### src/rtl/jk_excitation_driver.sv
// Write-side driver for an external JK flip-flop bank: buffers target words in a
// small FIFO, drives one cycle of J/K excitation per word, then checks the bank's state.
module jk_excitation_driver #(
  parameter int WIDTH = 4,
  parameter int DEPTH = 4,
  parameter int ERRW  = 8
) (
  input  logic             clk,
  input  logic             rst,
  input  logic [WIDTH-1:0] d_in,
  input  logic             d_valid,
  output logic             d_ready,
  input  logic             tog_mode,
  input  logic [WIDTH-1:0] q_fb,
  output logic [WIDTH-1:0] j,
  output logic [WIDTH-1:0] k,
  output logic             jk_valid,
  output logic             chk_done,
  output logic             mismatch,
  output logic [ERRW-1:0]  err_count,
  input  logic             clr_err,
  output logic             busy
);

  localparam int AW = (DEPTH > 1) ? $clog2(DEPTH) : 1;
  localparam logic [AW:0]     PTR_ONE = 1;
  localparam logic [ERRW-1:0] ERR_ONE = 1;

  typedef enum logic [1:0] {IDLE, DRIVE, CHECK} state_t;

  state_t           state;
  logic [WIDTH-1:0] mem [DEPTH];
  logic [AW:0]      wr_ptr, rd_ptr;
  logic [WIDTH-1:0] target;
  logic [WIDTH-1:0] head;
  logic             empty, full, push, pop, fail;

  // Pointers carry one extra wrap bit so full and empty are distinguishable.
  assign empty = (wr_ptr == rd_ptr);
  assign full  = (wr_ptr[AW] != rd_ptr[AW]) && (wr_ptr[AW-1:0] == rd_ptr[AW-1:0]);
  assign push  = d_valid && !full;
  assign pop   = !empty && ((state == IDLE) || (state == CHECK));
  assign head  = mem[rd_ptr[AW-1:0]];
  assign fail  = (state == CHECK) && (q_fb != target);

  assign d_ready = !full;
  assign busy    = (state != IDLE) || !empty;

  // NOTE: the storage array has no reset; contents are only read behind a valid
  // pointer pair, so clearing it would just cost reset fan-out.
  always_ff @(posedge clk) begin
    if (push) mem[wr_ptr[AW-1:0]] <= d_in;
  end

  // NOTE: all sequential state uses non-blocking assignments so every register
  // samples pre-edge values regardless of evaluation order.
  always_ff @(posedge clk or negedge rst) begin
    if (!rst) begin
      wr_ptr <= '0;
      rd_ptr <= '0;
    end else begin
      if (push) wr_ptr <= wr_ptr + PTR_ONE;
      if (pop)  rd_ptr <= rd_ptr + PTR_ONE;
    end
  end

  always_ff @(posedge clk or negedge rst) begin
    if (!rst) begin
      state     <= IDLE;
      j         <= '0;
      k         <= '0;
      jk_valid  <= 1'b0;
      chk_done  <= 1'b0;
      target    <= '0;
      mismatch  <= 1'b0;
      err_count <= '0;
    end else begin
      chk_done <= (state == CHECK);

      // Both policies land q_next on the target: set/reset forces every bit,
      // toggle flips only the bits that differ from the current bank state.
      if (pop) begin
        target   <= head;
        j        <= tog_mode ? (head ^ q_fb) : head;
        k        <= tog_mode ? (head ^ q_fb) : ~head;
        jk_valid <= 1'b1;
        state    <= DRIVE;
      end else begin
        j        <= '0;
        k        <= '0;
        jk_valid <= 1'b0;
        case (state)
          DRIVE:   state <= CHECK;
          CHECK:   state <= IDLE;
          default: state <= IDLE;
        endcase
      end

      // A failing check outranks a simultaneous clear, leaving a count of one.
      if (fail) begin
        mismatch <= 1'b1;
        if (clr_err)                err_count <= ERR_ONE;
        else if (err_count != '1)   err_count <= err_count + ERR_ONE;
      end else if (clr_err) begin
        mismatch  <= 1'b0;
        err_count <= '0;
      end
    end
  end

endmodule

### config.mk
export PLATFORM = sky130hd
export DESIGN_NAME = jk_excitation_driver
export DESIGN_NICKNAME = d
export VERILOG_FILES = /design/src/rtl/jk_excitation_driver.sv
export SDC_FILE = /design/constraint.sdc
export NUM_CORES = 1
export LEC_CHECK = 0
export ABC_AREA = 0
export CAP_MARGIN = 20
export CORE_ASPECT_RATIO = 1.75
export CORE_MARGIN = 5
export CORE_UTILIZATION = 50
export DETAILED_ROUTE_END_ITERATION = 8
export GPL_TIMING_DRIVEN = 0
export PLACE_DENSITY_LB_ADDON = 0.1
export REMOVE_ABC_BUFFERS = 1
export SLEW_MARGIN = 40
export SYNTH_ARGS = -nofsm -noshare
export SYNTH_HDL_FRONTEND = slang
export SYNTH_SLANG_ARGS = --single-unit
### constraint.sdc
create_clock -name clk -period 4.53 [get_ports clk]
set_input_delay 0.453 -clock clk [delete_from_list [all_inputs] [get_ports clk]]
set_output_delay 0.453 -clock clk [all_outputs]
set_load 0.01 [all_outputs]
==> flow_metrics.tcl, run 1 <==
set metrics [dict create \
    mostFrequentLayoutCell "clkdlybuf4s50_1" \
    skew_ns 0.002756 \
    via_per_inst 5.517 \
    drive_gt1_share_pct 11.40 \
    slew_headroom_pct 56.55 \
    tightest_slew_ns 0.6518 \
    slew_violations 0 \
    root_buffer "clkbuf_8" \
    num_io_pins 34 \
    fp-row-count 31 \
    grt_usage_pct 15.17 \
    hold_path_class "in -> async" \
    yosys_warnings 0 \
    fin_util_pct 62.26 \
    core_sq_um 4111 \
    ir_worst_vdd_mv 0.4205 \
    grt_overflow 0 \
    arrival_ns 2.05 \
    cp_max_fo 7 \
    die_h_um 95.88 \
    max-cap-violations 0 \
    first_pass_iters 4 \
    grt_pass1_vias 1382 \
    crit_required_ns 4.08 \
    nets 211 \
    setup_viol 0 \
    fill_cells 352 \
    syn_avg_cell_area_sq_um 13.42 \
    ys_seq_area_share_pct 58.43 \
    place_ws_ns 2.146 \
    synth_area_sq_um 2107 \
    min_period_ns 2.505 \
    ctsHoldBuffers 0 \
    hold_viol 0 \
    cts_setup_buffers 0 \
    rsz0062_at_grt "false" \
    drcViolationCount 0 \
    path_clk_slew_ns 0.09 \
    cts_sinks 46 \
    hpwlAfterDp_mm 2.906 \
    die_area_sq_um 5663 \
    drt_first_iter_violations 28 \
    routed_wl_mm 3.797 \
    vias 1335 \
    clockBufferDepth 2 \
    cts-buffers-inserted 5 \
    p_per_area_nw_per_um2 605.2 \
    gp_congestion 0.7649 \
    n_antenna_cell 0 \
    start_kind "flip-flop" \
    wire_per_inst_um 15.69 \
    finalCritPeriodShare_pct 55.30 \
    finalSetupTns_ns 0 \
    most-common-layout-cells "clkdlybuf4s50_1 (32), dfrtp_1 (30), edfxtp_1 (16)" \
    h-tree-depth 2 \
    leakage_nw 1.029 \
    antenna_found_initial 0 \
    grt_pass1_wl_mm 6.341 \
    ys_ff_latch 46 \
    reg2regPathDepth 5 \
    fin_ws_ns 2.025 \
    start_util_pct 51.25 \
    status "complete, no violations" \
    post_cts_resized 0 \
    clk_latency_ns 0.29 \
    drtAntennaViolNets 0 \
    path_class "reg -> out" \
    cp-end-kind "output port" \
    cts_tree "done" \
    placed_area_sq_um 2470 \
    numPortBuffers 33 \
    grt_max_degree 31 \
    synthDistinctLibCells 39 \
    max_freq_mhz 399.2 \
    fin_area_sq_um 2560 \
    synthCells 157 \
    die_x_um 59.07 \
    area_growth_syn_to_layout_pct 21.50 \
]
==> where the power goes <==
part	switching [W]	leakage [nW]	internal, W
registers	0.0000985	0.529	0.000568
logic	0.000311	0.457	0.000323
clock network	0.000141	0.0441	0.000108
total	0.000550	1.03	0.000999
==> cell type report <==
cell class | instances | area (sq um) | share of cell area, %
Sequential cell | 46 | 1231 | 48.09
Timing Repair Buffer | 33 | 325.3 | 12.71
Inverter | 6 | 25.02 | 0.9775
Clock inverter | 3 | 21.27 | 0.8309
Tap cell | 49 | 61.31 | 2.395
Clock buffer | 5 | 68.82 | 2.688
Multi-Input combinational cell | 100 | 827.0 | 32.31
==> sequential cells by signal (all words and copies together) (netlist names) <==
signal     cells
chk_done       1
err_count      8
target         4
k              4
wr_ptr         3
mem           16
rd_ptr         3
mismatch       1
state          2
j              4
==> per-layer routing <==
layer,wire (um),global-route usage (%),vias up
met2,2136,27.49,41
met3,191,3.490,11
met4,114,8.507,0
met1,1354,15.47,653
li1,-,-,630
met5,0,0,-
==> worst paths after layout <==
| check | from | endpoint | slack (ns) |
|---|---|---|---|
| worst max-delay path | rd_ptr[1] | busy | 2.02 |
| worst min-delay path | rst | err_count[4] | 0.17 |
| worst max register to register | err_count[0] | err_count[5] | 2.59 |
| worst min register to register | state[1] | state[1] | 0.45 |
| max in group asynchronous | rst | j[2] | 3.93 |
| min in group clk | state[1] | state[1] | 0.45 |
==> cells by family (layout without fill, tap and decap cells) <==
kind of cell               count (synthesis)  in the layout  share of synthesized area [%]
xor gates and xnor gates                  20             20                          8.670
muxes                                     10             10                          7.660
and+or+nand+nor                           45             45                          11.58
adders and majority gates                  6              6                          3.563
AOI/OAI and AO/OA                         19             19                          7.245
DFF                                       46             46                          58.43
buffers and inverters                     11             47                          2.850
==> worst max-delay path, stage by stage (launching register included) <==
cell,delay [ns]
dfrtp_1,0.50
xnor2_1,0.31
nand3_1,0.14
or3_1,0.32
clkdlybuf4s50_1,0.49
==> cells in the mapped netlist (all sizes together) <==
| library cell | instances | area share (%) |
|---|---|---|
| nor4 | 1 | 0.59 |
| or3 | 1 | 0.30 |
| and2b | 1 | 0.36 |
| o21ai | 2 | 0.48 |
| nand2 | 8 | 1.4 |
| mux2 | 6 | 3.4 |
| nand2b | 5 | 1.5 |
| o31ai | 2 | 0.71 |
| nand3b | 1 | 0.36 |
| o211ai | 1 | 0.36 |
| and3 | 5 | 1.5 |
| o41ai | 3 | 1.6 |
| xor2 | 11 | 4.6 |
| dfrtp | 30 | 36 |
| nand3 | 5 | 1.2 |
| or4 | 2 | 0.71 |
| mux4 | 4 | 4.3 |
| a21o | 1 | 0.36 |
| o311ai | 3 | 1.2 |
| edfxtp | 16 | 23 |
| nor2b | 3 | 0.89 |
| ha | 6 | 3.6 |
| nor2 | 9 | 1.6 |
| a311oi | 1 | 0.42 |
| a21oi | 4 | 0.95 |
| buf | 5 | 1.7 |
| o41a | 1 | 0.53 |
| inv | 6 | 1.2 |
| a31oi | 1 | 0.59 |
| and2 | 4 | 1.2 |
| xnor2 | 9 | 4.1 |
==> stage by stage <==
step,cells,hold slack (ns),total power [W]
6_report,242,0.1747,0.001549
5_1_grt,242,0.2303,0.001668
4_1_cts,242,0.2022,0.001573
3_5_place_dp,234,0.4409,0.001325
3_3_place_gp,234,0.4342,0.001286
2_1_floorplan,152,0.1574,0.001080
Note: power is estimated with default switching activity, not from simulation.
==> run 2: changes to the inputs <==
- clock period: 4.53 -> 2.6 ns (I/O delays scaled with it)
==> results of run 2 <==
Same layout as run 1 (identical final DEF). Status: finished, violations left: negative hold slack.
Main changes from that run: setup slack after placement 2.146 ns -> 0.4094 ns; setup slack after layout 2.025 ns -> 0.2879 ns; hold slack 0.1747 ns -> -0.01834 ns; number of hold violations in the final report 0 -> 30; register-to-register setup slack 2.59 ns -> 0.66 ns; total power 0.001549 W -> 0.002699 W; worst IR drop on VDD 0.4205 mV -> 0.7326 mV
